### config.mk
export PLATFORM = sky130hd
export DESIGN_NAME = rr_grant_encoder
export DESIGN_NICKNAME = d
export VERILOG_FILES = /design/src/rtl/rr_grant_encoder.sv
export SDC_FILE = /design/constraint.sdc
export NUM_CORES = 1
export LEC_CHECK = 0
export ABC_CLOCK_PERIOD_IN_PS = 4200
export BUFFER_PORTS_ARGS = -buffer_cell sky130_fd_sc_hd__buf_4
export CAP_MARGIN = 20
export CORE_AREA = 3 3 59 61
export CTS_BUF_LIST = sky130_fd_sc_hd__clkbuf_4 sky130_fd_sc_hd__clkbuf_8
export DETAILED_ROUTE_END_ITERATION = 8
export DIE_AREA = 0 0 62 64
export GPL_TIMING_DRIVEN = 0
export HOLD_SLACK_MARGIN = 0.05
export PLACE_DENSITY = 0.78
export SKIP_LAST_GASP = 1
export SLEW_MARGIN = 20
export SYNTH_ARGS = -nofsm -noshare
export SYNTH_HDL_FRONTEND = slang
export SYNTH_SLANG_ARGS = --single-unit
### constraint.sdc
create_clock -name clk -period 4.2 [get_ports clk]
set_clock_uncertainty 0.05 [all_clocks]
set_input_delay 0.63 -clock clk [delete_from_list [all_inputs] [get_ports clk]]
set_output_delay 0.63 -clock clk [all_outputs]
set_load 0.01 [all_outputs]
### src/rtl/rr_grant_encoder.sv
// Registered round-robin arbiter: picks one of n valid requesters per cycle,
// rotating priority, and presents the winner as a binary index plus one-hot copy.
module rr_grant_encoder #(
    parameter int unsigned m = 3,
    parameter int unsigned n = 1 << m
) (
    input  logic         clk,
    input  logic         reset,
    input  logic [n-1:0] req_val,
    output logic [n-1:0] req_rdy,
    output logic         grant_val,
    input  logic         grant_rdy,
    output logic [m-1:0] grant_idx,
    output logic [n-1:0] grant_oh
);

    typedef enum logic {
        EMPTY = 1'b0,
        FULL  = 1'b1
    } state_t;

    state_t       state_q;
    state_t       state_d;
    logic [m-1:0] ptr_q;
    logic [m-1:0] winner;
    logic         found;
    logic         any;
    logic         space;
    logic         accept;

    // Search ptr, ptr+1, ... with natural m-bit wrap, which is modulo n since n == 1<<m.
    always_comb begin
        logic [m-1:0] idx;
        winner = '0;
        found  = 1'b0;
        idx    = '0;
        for (int unsigned k = 0; k < n; k++) begin
            idx = ptr_q + m'(k);
            if (!found && req_val[idx]) begin
                winner = idx;
                found  = 1'b1;
            end
        end
    end

    // A draining register counts as space, so drain and refill share one edge.
    always_comb begin
        any     = |req_val;
        space   = (state_q == EMPTY) || grant_rdy;
        accept  = any && space && reset;
        req_rdy = '0;
        if (accept) begin
            req_rdy = n'(1) << winner;
        end
        state_d = state_q;
        if (accept) begin
            state_d = FULL;
        end else if ((state_q == FULL) && grant_rdy) begin
            state_d = EMPTY;
        end
        grant_val = (state_q == FULL);
    end

    always_ff @(posedge clk or negedge reset) begin
        if (!reset) begin
            state_q   <= EMPTY;
            ptr_q     <= '0;
            grant_idx <= '0;
            grant_oh  <= '0;
        end else begin
            state_q <= state_d;
            if (accept) begin
                grant_idx <= winner;
                grant_oh  <= n'(1) << winner;
                ptr_q     <= winner + m'(1);
            end
        end
    end

endmodule
==> results of run 1 <==
-- flip-flops by register name, summed over array words and instances (netlist names) --
name	count
ptr_q	3
grant_oh	8
grant_idx	3
grant_val	1
-- worst min-delay path by stage --
stage                 from      endpoint  slack (ps)  depth (start not counted)
2_1_floorplan        reset  grant_idx[0]         280                          0
3_3_place_gp   grant_oh[3]   grant_oh[3]         410                          1
3_5_place_dp   grant_oh[7]   grant_oh[7]         420                          1
4_1_cts              reset  grant_idx[2]         120                          1
5_1_grt              reset  grant_idx[2]         100                          1
6_report             reset  grant_idx[2]         100                          1
-- Yosys cell counts, types with 2 or more instances --
| cell | instances | share of area |
|---|---|---|
| mux4_2 | 10 | 0.14 |
| a22oi_1 | 2 | 0.0096 |
| o21ai_0 | 2 | 0.0064 |
| o22ai_1 | 2 | 0.0080 |
| or3_1 | 2 | 0.0080 |
| a21o_1 | 3 | 0.014 |
| a211oi_1 | 3 | 0.014 |
| nor2_1 | 8 | 0.019 |
| a21oi_1 | 5 | 0.016 |
| inv_1 | 8 | 0.019 |
| dfrtp_1 | 15 | 0.24 |
| o211ai_1 | 2 | 0.0096 |
| ha_1 | 8 | 0.064 |
| clkbuf_1 | 2 | 0.0048 |
| nand3_1 | 3 | 0.0096 |
| xnor2_1 | 2 | 0.011 |
| and2_1 | 3 | 0.012 |
| o21ai_2 | 3 | 0.017 |
| nor4_1 | 2 | 0.0080 |
| and3_1 | 2 | 0.0080 |
| o21ai_1 | 5 | 0.016 |
| nand3b_1 | 3 | 0.014 |
| nand2_1 | 26 | 0.062 |
| mux2i_1 | 7 | 0.045 |
| mux2_2 | 7 | 0.050 |
| xor2_1 | 2 | 0.011 |
| o221ai_1 | 2 | 0.011 |
| buf_2 | 4 | 0.013 |
| nand2b_1 | 5 | 0.020 |
-- final cells by class --
type / count / area, sq um
clock buffer: 3 / 22.5
inverter: 9 / 41.3
multi-input combinational: 137 / 1320
buffer: 8 / 76.3
timing repair buffer: 49 / 375
fill: 186 / 754
sequential: 15 / 377
clock inverter: 1 / 5.00
tap: 44 / 55.1
-- through the flow --
stage / cell area (sq um) / setup TNS, ps / utilization / worst slack [ps] / hold slack [ps]
6_report: 2270 / -119 / 0.751 / -35.8 / 101
5_1_grt: 2270 / -1060 / 0.751 / -164 / 103
4_1_cts: 2090 / -11.3 / 0.690 / -9.48 / 119
3_5_place_dp: 1850 / -2570 / 0.611 / -480 / 423
3_3_place_gp: 1850 / -1830 / 0.611 / -397 / 413
2_1_floorplan: 1570 / 0 / - / 92.0 / 284
-- placed cells by master, fill, tap and decap left out, drive strengths merged, types with 2 or more instances in the layout --
cell	netlist	layout
xor2	2	2
nand3b	3	3
a22oi	2	2
mux4	10	10
inv	9	9
ha	8	8
nor2	8	8
mux2i	7	7
a21oi	5	5
or2	3	3
xnor2	2	2
buf	7	55
nor4	3	3
nand2b	5	5
o22ai	2	2
nand3	3	3
o21ai	10	10
or3	2	2
mux2	8	8
o221ai	2	2
and3	2	2
o211ai	2	2
clkbuf	2	5
dfrtp	15	15
a211oi	3	3
nand2	26	26
and2	3	3
a21o	3	3
-- worst register-to-register path, delay by kind of cell, from the launching register on --
kind	cells	cell delay (ps)
AND/OR/NAND/NOR	3	280
adder cells (fa/ha/maj)	3	630
flip-flops	1	460
AO/OA/AOI/OAI	3	650
buffers and inverters	5	490
multiplexers	2	860
-- timing repair --
item                                    CTS  global route
resized for setup                        32            30
endpoints found under the setup margin    9             8
pin swaps                                 9            16
endpoints found under the hold margin     0             0
cloned                                    0             0
setup buffers                            12             7
-- cell families after synthesis --
| group | share of synthesized area |
|---|---|
| AOI/OAI and AO/OA | 0.174 |
| DFF | 0.239 |
| and+or+nand+nor | 0.200 |
| buffers and inverters | 0.0550 |
| muxes | 0.246 |
| xor gates and xnor gates | 0.0223 |
| adders and majority gates | 0.0638 |
-- per-layer routing --
metal / global-route usage / share of wire / vias to the layer above
met5: 0.0476 / 0 / -
met4: 0.149 / 0.056 / 0
met3: 0.0505 / 0.081 / 29
met2: 0.422 / 0.51 / 121
met1: 0.330 / 0.35 / 818
li1: - / - / 740
==> results.py, run 1 <==
metrics = {
    "floorplan": {
        "dieWidth_microns": 62,
        "initial_core_util": 0.518,
        "die_h_microns": 64,
        "std_cell_rows": 20,
        "dieArea_sq_um": 3970,
        "io_pins": 31,
        "core_area_sq_um": 3030,
    },
    "cells_and_area": {
        "final_nets": 242,
        "antenna_cells": 0,
        "final_layout_size_suffix_gt1_frac": 0.523,
        "final_cells": 266,
        "syn_to_final_growth_pct": 44.9,
    },
    "synth": {
        "synth_warnings": 0,
        "synth_nets": 189,
        "synth.distinct_cells": 51,
        "async_flop_share": 1.00,
        "synthesis.area_sq_um": 1570,
        "syn_area_per_cell_sq_um": 9.23,
        "synth-main-ff-cell": "dfrtp_1",
        "synthCells": 170,
        "seq_area_frac_synth": 0.239,
        "synth-edff-count": 0,
        "ys_seq_elements": 15,
    },
    "critical_path": {
        "arrival_ps": 3560,
        "crit_cells": 15,
        "ff2ff_setup_slack_ps": 690,
        "crit_chain": "buf_6 -> inv_2 -> ha_4 -> buf_8 -> mux4_2 -> mux2_4 -> nand2_2 -> nand3b_1 -> a22o_1 -> a22oi_2 -> inv_2 -> ha_4 -> ha_4 -> and2_4 -> buf_6",
        "cp_slowest_cell": "mux4_2",
        "worstPathMaxFanout": 7,
        "path_class": "reg2out",
        "worstRegToRegCells": 16,
        "end_kind": "output port",
        "timing.rr.end": "grant_oh[7]",
        "crit_top_cell": "ha_4",
        "cp_num_buf_inv": 5,
        "worstPathRequired_ps": 3520,
        "slowest_delay_ps": 540,
        "startpoint_type": "register",
        "setup.worst_path.start": "ptr_q[1]",
        "r2r-start": "ptr_q[1]",
        "crit_family": "multiplexers",
        "crit_end": "req_rdy[3]",
    },
    "place": {
        "dp_cells": 244,
        "gp_routability_congestion": 0.957,
        "io_buffers": 30,
        "place_hpwl_microns": 3140,
    },
    "drt": {
        "drc": 0,
        "ant_nets": 0,
        "avgRoutedWirePerCell_microns": 20.8,
        "vias_per_cell": 6.42,
        "drt-total-wl_microns": 5550,
        "via_count": 1708,
        "first_iter_violations": 117,
        "dr.pass1.iters": 5,
    },
    "clock_tree": {
        "ctsHoldBuffers": 0,
        "clock_path_buffers": 2,
        "clkSinkCount": 15,
        "htree_levels": 1,
        "cts_tree": "built",
        "cts-root-buf": "clkbuf_4",
        "cts_inserted_buffers": 3,
        "clkTransAtPathRegs_ps": 120,
        "clk_latency_ps": 310,
    },
    "global_route": {
        "overflow": 0,
        "grt_pass1_wl_microns": 8030,
        "antenna_found_initial": 0,
        "grt_pass1_vias": 1711,
        "grt_max_degree": 18,
        "grt.total_usage": 0.268,
    },
    "timing": {
        "slew_viol_final": 0,
        "period_needed_ps": 4240,
        "clock.fmax_ghz": 0.236,
        "rsz0062_at_grt": "yes",
        "setup_violations": 5,
        "fin_ws_ps": -35.8,
        "slew_headroom": 0.617,
        "hold_violations": 0,
        "tightest_slew_ps": 574,
        "fin_crit_sh": 1.01,
    },
    "run_status": {
        "violations": "negative setup slack",
        "status": "finished with violations",
    },
    "min_path": {
        "hold_class": "in2async",
    },
    "run": {
        "max_cap_viol_count": 0,
    },
}
Power of run 1 is not shown: default switching activity piles up to over one toggle a cycle in this logic, so the estimate is an artifact.
==> inputs of run 2 (changes only) <==
--- a/config.mk
+++ b/config.mk
@@ -15,7 +15,6 @@
 export GPL_TIMING_DRIVEN = 0
 export HOLD_SLACK_MARGIN = 0.05
 export PLACE_DENSITY = 0.78
-export SKIP_LAST_GASP = 1
 export SLEW_MARGIN = 20
 export SYNTH_ARGS = -nofsm -noshare
 export SYNTH_HDL_FRONTEND = slang
==> results.py, run 2 (synthesis results as in run 1) <==
metrics = {
    "cells_and_area": {
        "final_cells": 266,
        "final_nets": 242,
        "final_common_cell": "buf_4",
        "regMostFlops": "grant_oh",
        "final_cell_mix": "buf_4 (47), nand2_1 (22), dfrtp_1 (14)",
        "antenna_cells": 0,
        "syn_to_final_growth_pct": 45.1,
        "final_layout_size_suffix_gt1_frac": 0.523,
        "reg_top3": "grant_oh: 8 flops, grant_idx: 3 flops, ptr_q: 3 flops",
        "fillers": 186,
        "largest_reg_flops": 8,
    },
    "clock_tree": {
        "clkSinkCount": 15,
        "cts_tree": "built",
        "clk_latency_ps": 310,
        "clock_path_buffers": 2,
        "ctsHoldBuffers": 0,
        "cts_inserted_buffers": 3,
        "cts-root-buf": "clkbuf_4",
        "clkTransAtPathRegs_ps": 120,
        "htree_levels": 1,
    },
    "run_status": {
        "status": "finished with violations",
        "violations": "negative setup slack",
    },
    "floorplan": {
        "dieArea_sq_um": 3970,
        "dieWidth_microns": 62,
        "std_cell_rows": 20,
        "io_pins": 31,
        "initial_core_util": 0.518,
        "core_area_sq_um": 3030,
        "die_h_microns": 64,
    },
    "global_route": {
        "overflow": 0,
        "grt_pass1_vias": 1711,
        "antenna_found_initial": 0,
        "grt_pass1_wl_microns": 8030,
        "grt.total_usage": 0.268,
        "grt_max_degree": 18,
    },
    "timing": {
        "setup_violations": 6,
        "hold_violations": 0,
        "clock.fmax_ghz": 0.235,
        "rsz0062_at_grt": "yes",
        "tightest_slew_ps": 578,
        "fin_crit_sh": 1.01,
        "slew_headroom": 0.614,
        "fin_ws_ps": -46.8,
        "period_needed_ps": 4250,
        "slew_viol_final": 0,
    },
    "critical_path": {
        "cp_num_buf_inv": 5,
        "crit_family": "multiplexers",
        "r2r-start": "ptr_q[1]",
        "path_class": "reg2out",
        "worstPathMaxFanout": 7,
        "worstPathRequired_ps": 3520,
        "worstRegToRegCells": 16,
        "arrival_ps": 3570,
        "slowest_delay_ps": 540,
        "cp_slowest_cell": "mux4_2",
        "startpoint_type": "register",
        "crit_top_cell": "ha_4",
        "crit_chain": "buf_6 -> inv_2 -> ha_4 -> buf_8 -> mux4_2 -> mux2_4 -> nand2_2 -> nand3b_1 -> a22o_1 -> a22oi_2 -> inv_2 -> ha_4 -> ha_4 -> and2_4 -> buf_6",
        "end_kind": "output port",
        "ff2ff_setup_slack_ps": 670,
        "timing.rr.end": "grant_oh[7]",
    },
    "drt": {
        "drc": 0,
        "vias_per_cell": 6.43,
        "via_count": 1710,
        "dr.pass1.iters": 4,
        "ant_nets": 0,
        "first_iter_violations": 120,
        "avgRoutedWirePerCell_microns": 21.0,
        "drt-total-wl_microns": 5580,
    },
    "place": {
        "io_buffers": 30,
        "place_hpwl_microns": 3140,
        "gp_routability_congestion": 0.957,
        "dp_cells": 244,
    },
    "run": {
        "max_cap_viol_count": 0,
    },
    "min_path": {
        "hold_class": "in2async",
    },
}
## run 2: cell counts in the layout (fill, tap and decap cells not counted)
Identical to the previous run, type by type.
## run 2: layout make-up
| type | instances | area [sq um] | share of cell area |
|---|---|---|---|
| inverters | 9 | 43.8 | 0.0192 |
| plain buffers | 8 | 76.3 | 0.0335 |
| well taps | 44 | 55.1 | 0.0242 |
| multi-input cells | 137 | 1320 | 0.581 |
| clock inverters | 1 | 5.00 | 0.00220 |
| clock buffers | 3 | 22.5 | 0.00990 |
| repair buffers | 49 | 375 | 0.165 |
| flip-flops and latches | 15 | 377 | 0.165 |
## run 2: timing repair
action                                  CTS  global route
pin swaps                                 9            16
hold endpoints to repair                  0             0
resized for setup                        32            31
endpoints found under the setup margin    9             8
buffers inserted                         12             7
gates cloned                              0             0
## run 2: metrics by stage
stage	hold slack, ps	setup slack [ps]	utilization	TNS [ps]	instance area (sq um)
2_1_floorplan	284	92.0	-	0	1570
3_3_place_gp	413	-397	0.611	-1830	1850
3_5_place_dp	423	-480	0.611	-2570	1850
4_1_cts	119	-9.48	0.690	-11.3	2090
5_1_grt	103	-157	0.752	-1020	2280
6_report	102	-46.8	0.752	-170	2280
## run 2: worst max path at each step
stage | from | end | slack (ps) | depth (start not counted)
global placement | ptr_q[0] | req_rdy[3] | -400 | 16
floorplan | ptr_q[0] | req_rdy[7] | 90 | 15
global route | ptr_q[1] | req_rdy[3] | -160 | 16
finish | ptr_q[1] | req_rdy[3] | -50 | 15
CTS | ptr_q[1] | req_rdy[7] | -9 | 15
detailed placement | ptr_q[0] | req_rdy[3] | -480 | 16
## run 2: metal layers
layer	track usage	vias up	wire length (microns)
li1	-	736	-
met1	0.330	829	2060
met2	0.422	110	2790
met5	0.0476	-	0
met4	0.149	0	351
met3	0.0505	35	388
Power of run 2 is left out for the same reason.
